<file path="src/rtl/oled_spi_scanner_pkg.sv">
// Shared types and constants for the SSD1306 SPI scanner: FSM states, frame
// geometry and the panel init command ROM.
package oled_pkg;

  typedef enum logic [2:0] {
    S_RES_LOW,
    S_STARTUP,
    S_INIT,
    S_FETCH,
    S_DATA
  } state_t;

  localparam int INIT_LEN = 14;
  localparam int PAGE_W   = 3;
  localparam int COL_W    = 7;
  localparam int ADDR_W   = PAGE_W + COL_W;

  // Display off, horizontal addressing, charge pump on, flipped orientation,
  // full column/page window, display on.
  function automatic logic [7:0] init_cmd(input logic [3:0] idx);
    logic [7:0] cmd;
    case (idx)
      4'd0:    cmd = 8'hAE;
      4'd1:    cmd = 8'h20;
      4'd2:    cmd = 8'h00;
      4'd3:    cmd = 8'h8D;
      4'd4:    cmd = 8'h14;
      4'd5:    cmd = 8'hA1;
      4'd6:    cmd = 8'hC8;
      4'd7:    cmd = 8'h21;
      4'd8:    cmd = 8'h00;
      4'd9:    cmd = 8'h7F;
      4'd10:   cmd = 8'h22;
      4'd11:   cmd = 8'h00;
      4'd12:   cmd = 8'h07;
      4'd13:   cmd = 8'hAF;
      default: cmd = 8'hE3;
    endcase
    return cmd;
  endfunction

endpackage

</file>
<file path="src/rtl/oled_spi_scanner_spi_byte_tx.sv">
// Write-only SPI mode-0 byte transmitter with chip-select framing. One byte
// spans 18 half-periods: setup, 16 clock halves, and one deselected half.
module spi_byte_tx #(
  parameter int CLK_DIV = 4
) (
  input  logic       clk,
  input  logic       reset,
  input  logic       start,
  input  logic       dc,
  input  logic [7:0] data,
  output logic       busy,
  output logic       done,
  output logic       sclk,
  output logic       sdin,
  output logic       cs,
  output logic       dcOut
);

  localparam int              DIV_W    = (CLK_DIV > 1) ? $clog2(CLK_DIV) : 1;
  localparam logic [DIV_W-1:0] DIV_LAST = DIV_W'(CLK_DIV - 1);
  localparam logic [4:0]      PH_LAST  = 5'd17;

  logic             busy_q, busy_d;
  logic [4:0]       ph_q, ph_d;
  logic [DIV_W-1:0] div_q, div_d;
  logic [7:0]       sh_q, sh_d;
  logic             sclk_q, sclk_d;
  logic             sdin_q, sdin_d;
  logic             cs_q, cs_d;
  logic             dc_q, dc_d;
  logic             hp_end;

  always_comb begin
    busy_d = busy_q;
    ph_d   = ph_q;
    div_d  = div_q;
    sh_d   = sh_q;
    sclk_d = sclk_q;
    sdin_d = sdin_q;
    cs_d   = cs_q;
    dc_d   = dc_q;
    hp_end = busy_q && (div_q == DIV_LAST);
    done   = hp_end && (ph_q == PH_LAST);

    if (busy_q) begin
      div_d = hp_end ? '0 : div_q + DIV_W'(1);
      if (hp_end) begin
        if (ph_q == PH_LAST) begin
          busy_d = 1'b0;
        end else begin
          ph_d = ph_q + 5'd1;
          if (ph_d == PH_LAST) begin
            cs_d   = 1'b1;
            sclk_d = 1'b0;
          end else if (ph_d[0]) begin
            sclk_d = 1'b1;
          end else begin
            // Falling edge: present the next bit while the clock is low.
            sclk_d = 1'b0;
            sh_d   = {sh_q[6:0], 1'b0};
            sdin_d = sh_q[6];
          end
        end
      end
    end

    // A new byte may start on the completion cycle so bytes run back to back.
    if (start && (!busy_q || done)) begin
      busy_d = 1'b1;
      ph_d   = '0;
      div_d  = '0;
      cs_d   = 1'b0;
      sclk_d = 1'b0;
      dc_d   = dc;
      sh_d   = data;
      sdin_d = data[7];
    end
  end

  always_ff @(posedge clk or negedge reset) begin
    if (!reset) begin
      busy_q <= 1'b0;
      ph_q   <= '0;
      div_q  <= '0;
      sh_q   <= '0;
      sclk_q <= 1'b0;
      sdin_q <= 1'b0;
      cs_q   <= 1'b1;
      dc_q   <= 1'b0;
    end else begin
      busy_q <= busy_d;
      ph_q   <= ph_d;
      div_q  <= div_d;
      sh_q   <= sh_d;
      sclk_q <= sclk_d;
      sdin_q <= sdin_d;
      cs_q   <= cs_d;
      dc_q   <= dc_d;
    end
  end

  assign busy  = busy_q;
  assign sclk  = sclk_q;
  assign sdin  = sdin_q;
  assign cs    = cs_q;
  assign dcOut = dc_q;

endmodule

</file>
<file path="src/rtl/oled_spi_scanner.sv">
// SSD1306 128x64 scanner: panel reset, init command list, then endless frame
// refresh from the pixel source. Optional frameDone pulse via OLED_FRAME_PULSE_EN.
module oled_spi_scanner
  import oled_pkg::*;
#(
  parameter int CLK_DIV      = 4,
  parameter int RESET_CYCLES = 1000,
  parameter int STARTUP_WAIT = 100000
) (
  input  logic              clk,
  input  logic              reset,
  output logic [ADDR_W-1:0] pixelAddress,
  input  logic [7:0]        pixelData,
  output logic              oledSclk,
  output logic              oledSdin,
  output logic              oledCs,
  output logic              oledDc,
`ifdef OLED_FRAME_PULSE_EN
  output logic              frameDone,
`endif
  output logic              oledRes
);

  localparam int CNT_MAX = (RESET_CYCLES > STARTUP_WAIT) ? RESET_CYCLES : STARTUP_WAIT;
  localparam int CNT_W   = $clog2(CNT_MAX + 1);

  state_t            state_q, state_d;
  logic [CNT_W-1:0]  cnt_q, cnt_d;
  logic [3:0]        idx_q, idx_d;
  logic [ADDR_W-1:0] addr_q, addr_d;
  logic              res_q, res_d;

  logic       tx_start, tx_dc, tx_busy, tx_done, tx_cs;
  logic [7:0] tx_data;

  always_comb begin
    state_d  = state_q;
    cnt_d    = cnt_q;
    idx_d    = idx_q;
    addr_d   = addr_q;
    res_d    = res_q;
    tx_start = 1'b0;
    tx_dc    = 1'b0;
    tx_data  = 8'h00;

    case (state_q)
      S_RES_LOW: begin
        if (cnt_q == CNT_W'(RESET_CYCLES - 1)) begin
          state_d = S_STARTUP;
          cnt_d   = '0;
          res_d   = 1'b1;
        end else begin
          cnt_d = cnt_q + CNT_W'(1);
        end
      end
      S_STARTUP: begin
        // Launch the first command on the last wait cycle so its chip select
        // falls exactly STARTUP_WAIT cycles after the panel leaves reset.
        if (cnt_q == CNT_W'(STARTUP_WAIT - 1)) begin
          state_d  = S_INIT;
          cnt_d    = '0;
          idx_d    = 4'd0;
          tx_start = 1'b1;
          tx_data  = init_cmd(4'd0);
        end else begin
          cnt_d = cnt_q + CNT_W'(1);
        end
      end
      S_INIT: begin
        if (tx_done) begin
          if (idx_q == 4'(INIT_LEN - 1)) begin
            state_d = S_FETCH;
            cnt_d   = '0;
          end else begin
            idx_d    = idx_q + 4'd1;
            tx_start = 1'b1;
            tx_data  = init_cmd(idx_q + 4'd1);
          end
        end
      end
      S_FETCH: begin
        // Second hold cycle: the registered source now reflects pixelAddress.
        if (cnt_q == CNT_W'(1)) begin
          if (!tx_busy) begin
            tx_start = 1'b1;
            tx_dc    = 1'b1;
            tx_data  = pixelData;
            state_d  = S_DATA;
            cnt_d    = '0;
          end
        end else begin
          cnt_d = cnt_q + CNT_W'(1);
        end
      end
      S_DATA: begin
        if (tx_done) begin
          addr_d  = addr_q + ADDR_W'(1);
          state_d = S_FETCH;
          cnt_d   = '0;
        end
      end
      default: state_d = S_RES_LOW;
    endcase
  end

  always_ff @(posedge clk or negedge reset) begin
    if (!reset) begin
      state_q <= S_RES_LOW;
      cnt_q   <= '0;
      idx_q   <= '0;
      addr_q  <= '0;
      res_q   <= 1'b0;
    end else begin
      state_q <= state_d;
      cnt_q   <= cnt_d;
      idx_q   <= idx_d;
      addr_q  <= addr_d;
      res_q   <= res_d;
    end
  end

  spi_byte_tx #(.CLK_DIV(CLK_DIV)) u_tx (
    .clk   (clk),
    .reset (reset),
    .start (tx_start),
    .dc    (tx_dc),
    .data  (tx_data),
    .busy  (tx_busy),
    .done  (tx_done),
    .sclk  (oledSclk),
    .sdin  (oledSdin),
    .cs    (tx_cs),
    .dcOut (oledDc)
  );

  assign oledCs       = tx_cs;
  assign oledRes      = res_q;
  assign pixelAddress = addr_q;

`ifdef OLED_FRAME_PULSE_EN
  logic cs_prev_q, cs_prev_d;

  always_comb begin
    cs_prev_d = tx_cs;
  end

  always_ff @(posedge clk or negedge reset) begin
    if (!reset) cs_prev_q <= 1'b1;
    else        cs_prev_q <= cs_prev_d;
  end

  // High only in the first cycle chip select is back high after the last byte.
  assign frameDone = (state_q == S_DATA) && (addr_q == ADDR_W'(1023)) && tx_cs && !cs_prev_q;
`endif

endmodule

</file>
<file path="config.mk">
export PLATFORM = sky130hd
export DESIGN_NAME = oled_spi_scanner
export DESIGN_NICKNAME = d
export VERILOG_FILES = /design/src/rtl/oled_spi_scanner_pkg.sv /design/src/rtl/oled_spi_scanner_spi_byte_tx.sv /design/src/rtl/oled_spi_scanner.sv
export SDC_FILE = /design/constraint.sdc
export NUM_CORES = 1
export LEC_CHECK = 0
export ABC_AREA = 0
export ABC_CLOCK_PERIOD_IN_PS = 4920
export CAP_MARGIN = 20
export CORE_AREA = 2 2 89 74
export CTS_CLUSTER_DIAMETER = 120
export DETAILED_ROUTE_END_ITERATION = 7
export DIE_AREA = 0 0 91 76
export HOLD_SLACK_MARGIN = 0.03
export MAX_ROUTING_LAYER = met4
export PLACE_DENSITY_LB_ADDON = 0.15
export SYNTH_ARGS = -nofsm -noshare
export SYNTH_HDL_FRONTEND = slang
export SYNTH_HIERARCHICAL = 1
export SYNTH_SLANG_ARGS = --single-unit
</file>
<file path="constraint.sdc">
create_clock -name clk -period 4.92 [get_ports clk]
set_clock_uncertainty 0.15 [all_clocks]
set_input_delay 0.984 -clock clk [delete_from_list [all_inputs] [get_ports clk]]
set_output_delay 0.984 -clock clk [all_outputs]
set_load 0.01 [all_outputs]
</file>
==> results, run 1 <==
- For this run, the number of Yosys warnings is 6.
- The detailed-router iteration count before antenna repair is 4.
- The post-detailed-route wirelength per cell is 15.3 um.
- In this run, synthesis inferred 0 flip-flops with an integrated enable.
- Timing would allow up to between 0.3 and 0.4 GHz.
- The post-CTS resize count is 0.
- The number of CTS-inserted buffers is 5.
- After clock tree synthesis, the setup repair step added 0 buffers.
- The startpoint identified for the worst register-to-register timing path is u_tx/ph_q[0].
- The final weighted congestion in routability-driven placement is between 0.8 and 0.9.
- Entering global routing, the biggest net connects 55 pins.
- The die covers ~7000 um^2.
- The reg-to-reg setup timing slack is 1.76 ns.
- The area of the core region is 6120 um^2.
- The number of buffers added on ports is 24.
- The portion of the clock cycle consumed by the worst path in the final layout is between 60% and 70%.
- The global-route wire length before repair is 12,300 um.
- Setup repair after global routing left no endpoint under its margin.
- After global routing the overflow that remains totals 0.
- Global routing consumed, on the met2 layer, 32.1% of the routing resources.
- For the worst setup path, the data arrival time is about 3.2 ns.
- The number of buffers on the longest clock path is 2.
- The global-route usage over all layers is 22.1%.
- In this run the tightest slew margin relative to its limit is between 40% and 50%.
- Summed over its instances, the top area cell type makes up 37.4% of the synthesized netlist area.
- Cells fill 63.8% of the core in the end.
- The number of global-route vias before repair is 2,537.
- The met3 demand-to-capacity share in global routing is about 3.5%.
- The total negative setup slack is 0 ns.
- The final route contains roughly 2,800 vias.
- The analysis attributes to cell leakage a power of 1.74 nW.
- In this run the power density over the cells is between 150 and 200 nW/um^2.
- The number of top-level pins is 25.
- The category of the worst setup path capture point is a register.
- After synthesis, the cell types taking the most area are dfrtp_1 (37%), ha_1 (5.6%), xnor2_1 (3.0%), a21o_1 (2.8%), a22o_1 (2.7%).
- Using the TritonRoute via totals, the vias-per-cell ratio works out to 5.99.
- Sequential cells were found to cover 38.2% of the synthesized design area.
- Yosys mapped the design onto 64 distinct sky130hd cell types.
- The number of cells in the design after placement is 457.
- The critical setup path kind is reg2reg.
- The final count of hold timing violations is 0.
- The worst hold path class is reg2reg.
- The share of post-route cells with drive strength above 1 is 10.5%.
- The clock net in this run drives a total of 54 sinks.
- In this run the core area contains 26 standard-cell rows.
- After synthesis, the mean cell area works out to 9.66 um^2.
- Synthesis produced about 370 cells.
- The net count after synthesis is roughly 400.
- For this run, the leading register cell type out of synthesis is dfrtp_1.
- The post-detailed-placement cell area is ~3800 um^2.
- The number of buffers added to fix hold violations after cts is 0.
- The root buffer cell chosen for the clock tree is clkbuf_8.
- The worst setup path is launched from a register.
- The count of maximum capacitance violations is 0.
- For this configuration, the core starts out at a cell density of 57.9%.
- The critical path starts at u_tx/ph_q[0].
- The final standard cell area without fillers is slightly below 4000 um^2.
- At the pin with the least slew margin, the transition time is 0.838 ns.
- The cell area that synthesis handed to floorplanning was 3540 um^2.
- The worst path in the final design needs a cycle of about 3.2 ns, including I/O delays and setup.
- The highest fanout seen on the critical path is 15.
- The data required time at the worst endpoint is 5.00 ns.
- The clock-pin slew on the worst setup and hold paths is 0.11 ns.
- The remaining routing DRC violations is 0.
- The H-tree depth is 2.
- TritonCTS built the clock tree.
- The number of design-rule violations left by the first detailed-router iteration is between 150 and 200.
- dfrtp_1 takes more of the synthesized area than any other cell.
- The routing usage on met1 is 33.2%.
- For hold timing, the worst endpoint is oledRes.
- The half-perimeter wire length of the detailed placement result is 5020 um.
- The die width is 91 um.
- In this run the critical register-to-register path is captured at u_tx/sh_q[0].
- The synthesized design contains 54 register bits.
- The most repeated cell in the gate-level netlist after synthesis is dfrtp_1.
- The worst hold path begins at oledRes.
- The filler-free cell count of the finished design is 465.
- By count the netlist is led by dfrtp_1 (53), nand2_1 (21), nor2_1 (19), o21ai_0 (18).
- Relative to the synthesized area, the layout overhead comes to 10.1%.
- The logic depth of the worst register-to-register path is 10.
- The busiest layer in global routing is met1.
- The initial antenna violation count is 0.
- The flow ran to the end, and the final reports show no timing, DRC or antenna violations.
- The remaining antenna violation count is 0.
- The number of pins exceeding their max-slew limit in the final report is 0.
- The clock latency on the worst-skew pair is 0.31 ns.
- The final net count is 406.
- The overall die height is 76 um.
- The repair_antennas step left the layout with diodes totalling 0.
- For this block, the routed nets add up to 7130 um of wire.
- The number of instances on the worst hold path is 1.
- Setup violations remaining at the end of the flow were counted as 0.
- The async set-or-reset flop fraction in the synthesized netlist is 100%.
- IR analysis of the VDD net gives a maximum drop of 0.112 mV.
## layer usage
layer  part of all wire, %  routed length, um
met5                     0                  0
met1                    51               3600
met4                  0.55                 39
met3                   4.2                301
met2                    45               3190
## power by group
group          switching, W  leakage [nW]  internal, W
clock network      0.000158        0.0587     0.000155
logic            0.00000940         0.979   0.00000637
registers                 0         0.705     0.000444
## kinds of logic (layout without fill, tap and decap cells)
family,count (synthesis),count (layout),synth area share (%)
and+or+nand+nor,141,141,24.1
xor gates and xnor gates,15,15,3.71
buffers and inverters,32,46,4.52
AOI/OAI and AO/OA,95,95,19.2
muxes,14,14,4.66
adders and majority gates,16,16,5.65
DFF,54,54,38.2
## stage by stage
stage / power, W / hold WS, ns / setup WS [ns]
2_1_floorplan: 0.000452 / 0.313 / 2.21
3_3_place_gp: 0.000469 / 0.307 / 1.88
3_5_place_dp: 0.000469 / 0.298 / 1.79
4_1_cts: 0.000779 / 0.335 / 1.75
5_1_grt: 0.000801 / 0.349 / 1.48
6_report: 0.000772 / 0.336 / 1.76
## worst max-delay path: stages (launching register included)
cell      delay (ns)
dfrtp_1         0.49
ha_1            0.28
nand3b_4        0.12
nor2_1          0.06
and2_1          0.17
nand2b_1        0.13
a311o_1         0.43
inv_1           0.13
or3_1           0.53
and2_1          0.31
o31ai_1         0.26
## flip-flops by register name, summed over array words and instances (netlist names)
register      count
cnt_q            17
u_tx/dcOut        1
u_tx/div_q        2
u_tx/sh_q         7
u_tx/sdin         1
state_q           3
u_tx/sclk         1
pixelAddress     10
u_tx/busy         1
idx_q             4
u_tx/cs           1
oledRes           1
u_tx/ph_q         5
## placed cells by master, fill, tap and decap left out, types with 7 or more instances in the layout
cell type	count
a21o_1	13
a21oi_1	14
a22o_1	11
and3_1	10
clkdlybuf4s50_1	23
dfrtp_1	53
ha_1	16
inv_1	12
nand2_1	21
nand2b_1	10
nand3_1	16
nand4_1	9
nor2_1	19
nor2b_1	7
nor3_1	9
o21ai_0	18
o21ai_1	7
xnor2_1	12
## area by class of cell
class / count / area (um^2)
tap: 84 / 105
multi-input combinational: 281 / 2030
sequential: 54 / 1350
inverter: 12 / 45.0
clock inverter: 3 / 47.5
fill: 520 / 2220
timing repair buffer: 26 / 250
clock buffer: 5 / 68.8
## worst max path at each step
stage                         endpoint  slack, ns  cells after the start
after CTS                 u_tx/sh_q[0]       1.75                     10
final                     u_tx/sh_q[0]       1.76                     10
after detailed placement    u_tx/dcOut       1.79                     10
after floorplan             u_tx/dcOut       2.21                     11
after global placement    u_tx/sh_q[0]       1.88                     10
after global routing      u_tx/sh_q[0]       1.48                     10
Power figures use the tool's default switching activity.
==> run 2: changes to the inputs <==
ABC_CLOCK_PERIOD_IN_PS = 3230   (was 4920)
CORE_AREA = 2 2 90 75   (was 2 2 89 74)
DIE_AREA = 0 0 92 77   (was 0 0 91 76)
clock period = 3.23 ns   (was 4.92 ns; I/O delays follow)
==> run 2 against run 1 <==
Compared with the run above: clock-buffer cell count grew 1; first-iteration DRC count decreased by 15%; wire length grew 1.3%; non-clock buffer count rose by 8; flip-flop and latch count unchanged; die area up 2.4%; combinational power increased by 84%; via count shrank 0.36%; critical path type unchanged; critical endpoint is now u_tx/sh_q[2]; largest power group unchanged.
==> results, run 2 (synthesis gave the netlist of run 1 again) <==
- IR analysis of the VDD net gives a maximum drop of 0.175 mV.
- Row generation in the floorplan step produced 26 rows.
- The largest single stage delay on the critical path is 0.44 ns.
- The share of post-route cells with drive strength above 1 is 12.3%.
- The global-route usage over all layers is 22.5%.
- Summed over all nets, the half-perimeter wirelength after detailed placement is 5110 um.
- The flow ran to the end, and the final reports show no timing, DRC or antenna violations.
- Among all stages on the critical path, the largest delay is contributed by dfrtp_1.
- The critical setup path kind is reg2reg.
- The area of the core region is approximately 6000 um^2.
- The startpoint class of the critical path is a register.
- The logic depth of the worst register-to-register path is 11.
- The die outline area is 7080 um^2.
- The worst register-to-register path begins at u_tx/ph_q[1].
- STA classifies the critical path endpoint as a register.
- Leaving out fill and tap cells, the most frequent cell in the layout is dfrtp_1.
- The total number of clock tree sinks is 54.
- Setup repair after global routing left no endpoint under its margin.
- Summing internal, switching and leakage power gives between 0.001 and 0.0015 W.
- The number of buffers added to fix hold violations after cts is 0.
- The number of pins exceeding their max-slew limit in the final report is 0.
- Routability-driven placement finished with a final weighted congestion of around 0.83.
- The final hold slack is ~0.17 ns.
- The number of antenna diodes in the final layout is 0.
- The register with the most flip-flops in the layout has 17 of them.
- Once the floorplan was initialized, standard cells occupied 57.3% of the core.
- At the later pin of the worst-skew pair, clock insertion delay measures approximately 0.31 ns.
- Timing would allow up to 0.351 GHz.
- The H-tree was split into 2 levels.
- The signal on the critical path passes through inv_1 -> ha_1 -> nand3b_4 -> nor2_1 -> and2_1 -> nand2b_1 -> a311o_1 -> inv_1 -> or3_1 -> and2_1 -> o21ai_1.
- The slew of the pin with the lowest slew margin is 0.584 ns.
- The post-CTS resize count is 0.
- Leaving out fill and tap cells, the most frequent cells in the layout are dfrtp_1 (53), clkdlybuf4s50_1 (23), nand2_1 (21), nor2_1 (19), o21ai_0 (18).
- Counting the buffers created by CTS gives 5.
- The reg-to-reg critical path endpoint is u_tx/sh_q[2].
- After layout, the worst path uses 88.3% of the clock period.
- The static leakage is between 1.5 and 2 nW.
- After detailed placement, the design holds a cell count of 464.
- The register with the most flip-flops in the final layout is cnt_q.
- In the routed design, unresolved DRC markers number 0.
- The arrival time at the worst endpoint is between 2 and 3 ns.
- The via count is 2,774.
- The final period demand of the worst path is between 2 and 3 ns.
- The final layout contains just over 400 nets.
- After detailed routing, the average wire length per cell comes to roughly 15 um.
- The first detailed-routing pass ran for 4 iterations.
- In this run the power density over the cells is between 200 and 300 nW/um^2.
- The worst hold path class is in2async.
- The number of top-level pins is 25.
- For this run, the share of the core covered by cells in the final layout is ~64%.
- For this run the aggregate overflow at the end of global routing stands at 0.
- The number of global-route vias before repair was 2,663.
- The highest fanout seen on the critical path is 11.
- STA puts the critical path data required time at 3.27 ns.
- In this run the remaining antenna-violating nets after routing total 0.
- The filler-free cell count of the finished design is 473.
- In this run the clock root is driven by a clkbuf_8.
- The buffer and inverter count on the worst path is 2.
- Measured against its own limit, the worst slew margin works out to 61.0%.
- Input and output buffers added on the ports amount to 24.
- The setup check on the worst reg-to-reg path leaves a slack of 0.38 ns.
- The family of cells with the greatest summed delay on the critical path is simple AND/OR/NAND/NOR gates.
- The overall die height is 77 um.
- Compared with the post-synthesis result, the final layout area differs by 12.5%.
- Setup total negative slack on the finished layout was measured at 0 ns.
- The die width is ~92 um.
- The pin count of the biggest net entering global routing is 47.
- The average via count per standard cell is about 6.
- The TritonCTS clock tree is built.
- Setup violations remaining at the end of the flow were counted as 0.
- The initial antenna violation count is 0.
- Counting along the longest clock path gives a buffer depth of 2.
- The count of maximum capacitance violations is 0.
- After detailed routing, the total wire length is between 7000 and 8000 um.
- The final count of hold timing violations is 0.
- The number of design-rule violations left by the first detailed-router iteration is 129.
- The first global-routing pass estimated 12,700 um of wire.
- The clock-pin slew on the worst setup and hold paths is around 0.10 ns.
- The post-CTS setup buffer count is 0.
-- run 2: cell count changes in the layout (fill, tap and decap cells not counted), sizes merged --
cell    before  now
buf          3   11
clkbuf       5    6
clkinv       1    0
-- run 2: how the worst max path moves through the flow --
| stage | to | cells past startpoint | from | slack, ns |
|---|---|---|---|---|
| 3_5_place_dp | u_tx/sh_q[4] | 11 | u_tx/ph_q[1] | 0.41 |
| 4_1_cts | u_tx/dcOut | 10 | u_tx/ph_q[0] | 0.38 |
| 5_1_grt | u_tx/sh_q[2] | 11 | u_tx/ph_q[1] | 0.11 |
| 6_report | u_tx/sh_q[2] | 11 | u_tx/ph_q[1] | 0.38 |
| 3_3_place_gp | u_tx/dcOut | 10 | u_tx/ph_q[0] | 0.53 |
| 2_1_floorplan | u_tx/dcOut | 11 | u_tx/ph_q[0] | 0.52 |
-- run 2: power by group --
| group | leakage (nW) | total [W] | switching [W] | internal, W |
|---|---|---|---|---|
| Sequential | 0.705 | 0.000676 | 0 | 0.000676 |
| Clock | 0.0618 | 0.000489 | 0.000234 | 0.000255 |
| Combinational | 1.03 | 0.0000291 | 0.0000153 | 0.0000138 |
| Total | 1.79 | 0.00119 | 0.000249 | 0.000945 |
-- run 2: layout make-up --
cell class / count / area, um^2
Clock buffer: 6 / 82.6
Clock inverter: 2 / 38.8
Fill cell: 494 / 2200
Inverter: 12 / 45.0
Multi-Input combinational cell: 281 / 2030
Sequential cell: 54 / 1350
Tap cell: 84 / 105
Timing Repair Buffer: 34 / 330
-- run 2: stage by stage --
| step | area [um^2] | setup slack (ns) |
|---|---|---|
| finish | 3990 | 0.379 |
| global route | 3990 | 0.114 |
| CTS | 3960 | 0.381 |
| detailed placement | 3840 | 0.407 |
| global placement | 3840 | 0.534 |
| floorplan | 3540 | 0.521 |
-- run 2: worst reg2reg max path: stages, from the launching register on --
cell	delay, ns
dfrtp_1	0.44
inv_1	0.12
ha_1	0.21
nand3b_4	0.12
nor2_1	0.16
and2_1	0.18
nand2b_1	0.11
a311o_1	0.30
inv_1	0.09
or3_1	0.30
and2_1	0.42
o21ai_1	0.13
-- run 2: per-layer routing --
layer  global-route usage, %  routed length, um  vias to the layer above
met4                    5.07                 53                        0
met5                       -                  0                        -
met1                    33.3               3830                     1335
met3                    3.24                193                        5
li1                        -                  -                     1394
met2                    32.9               3150                       40
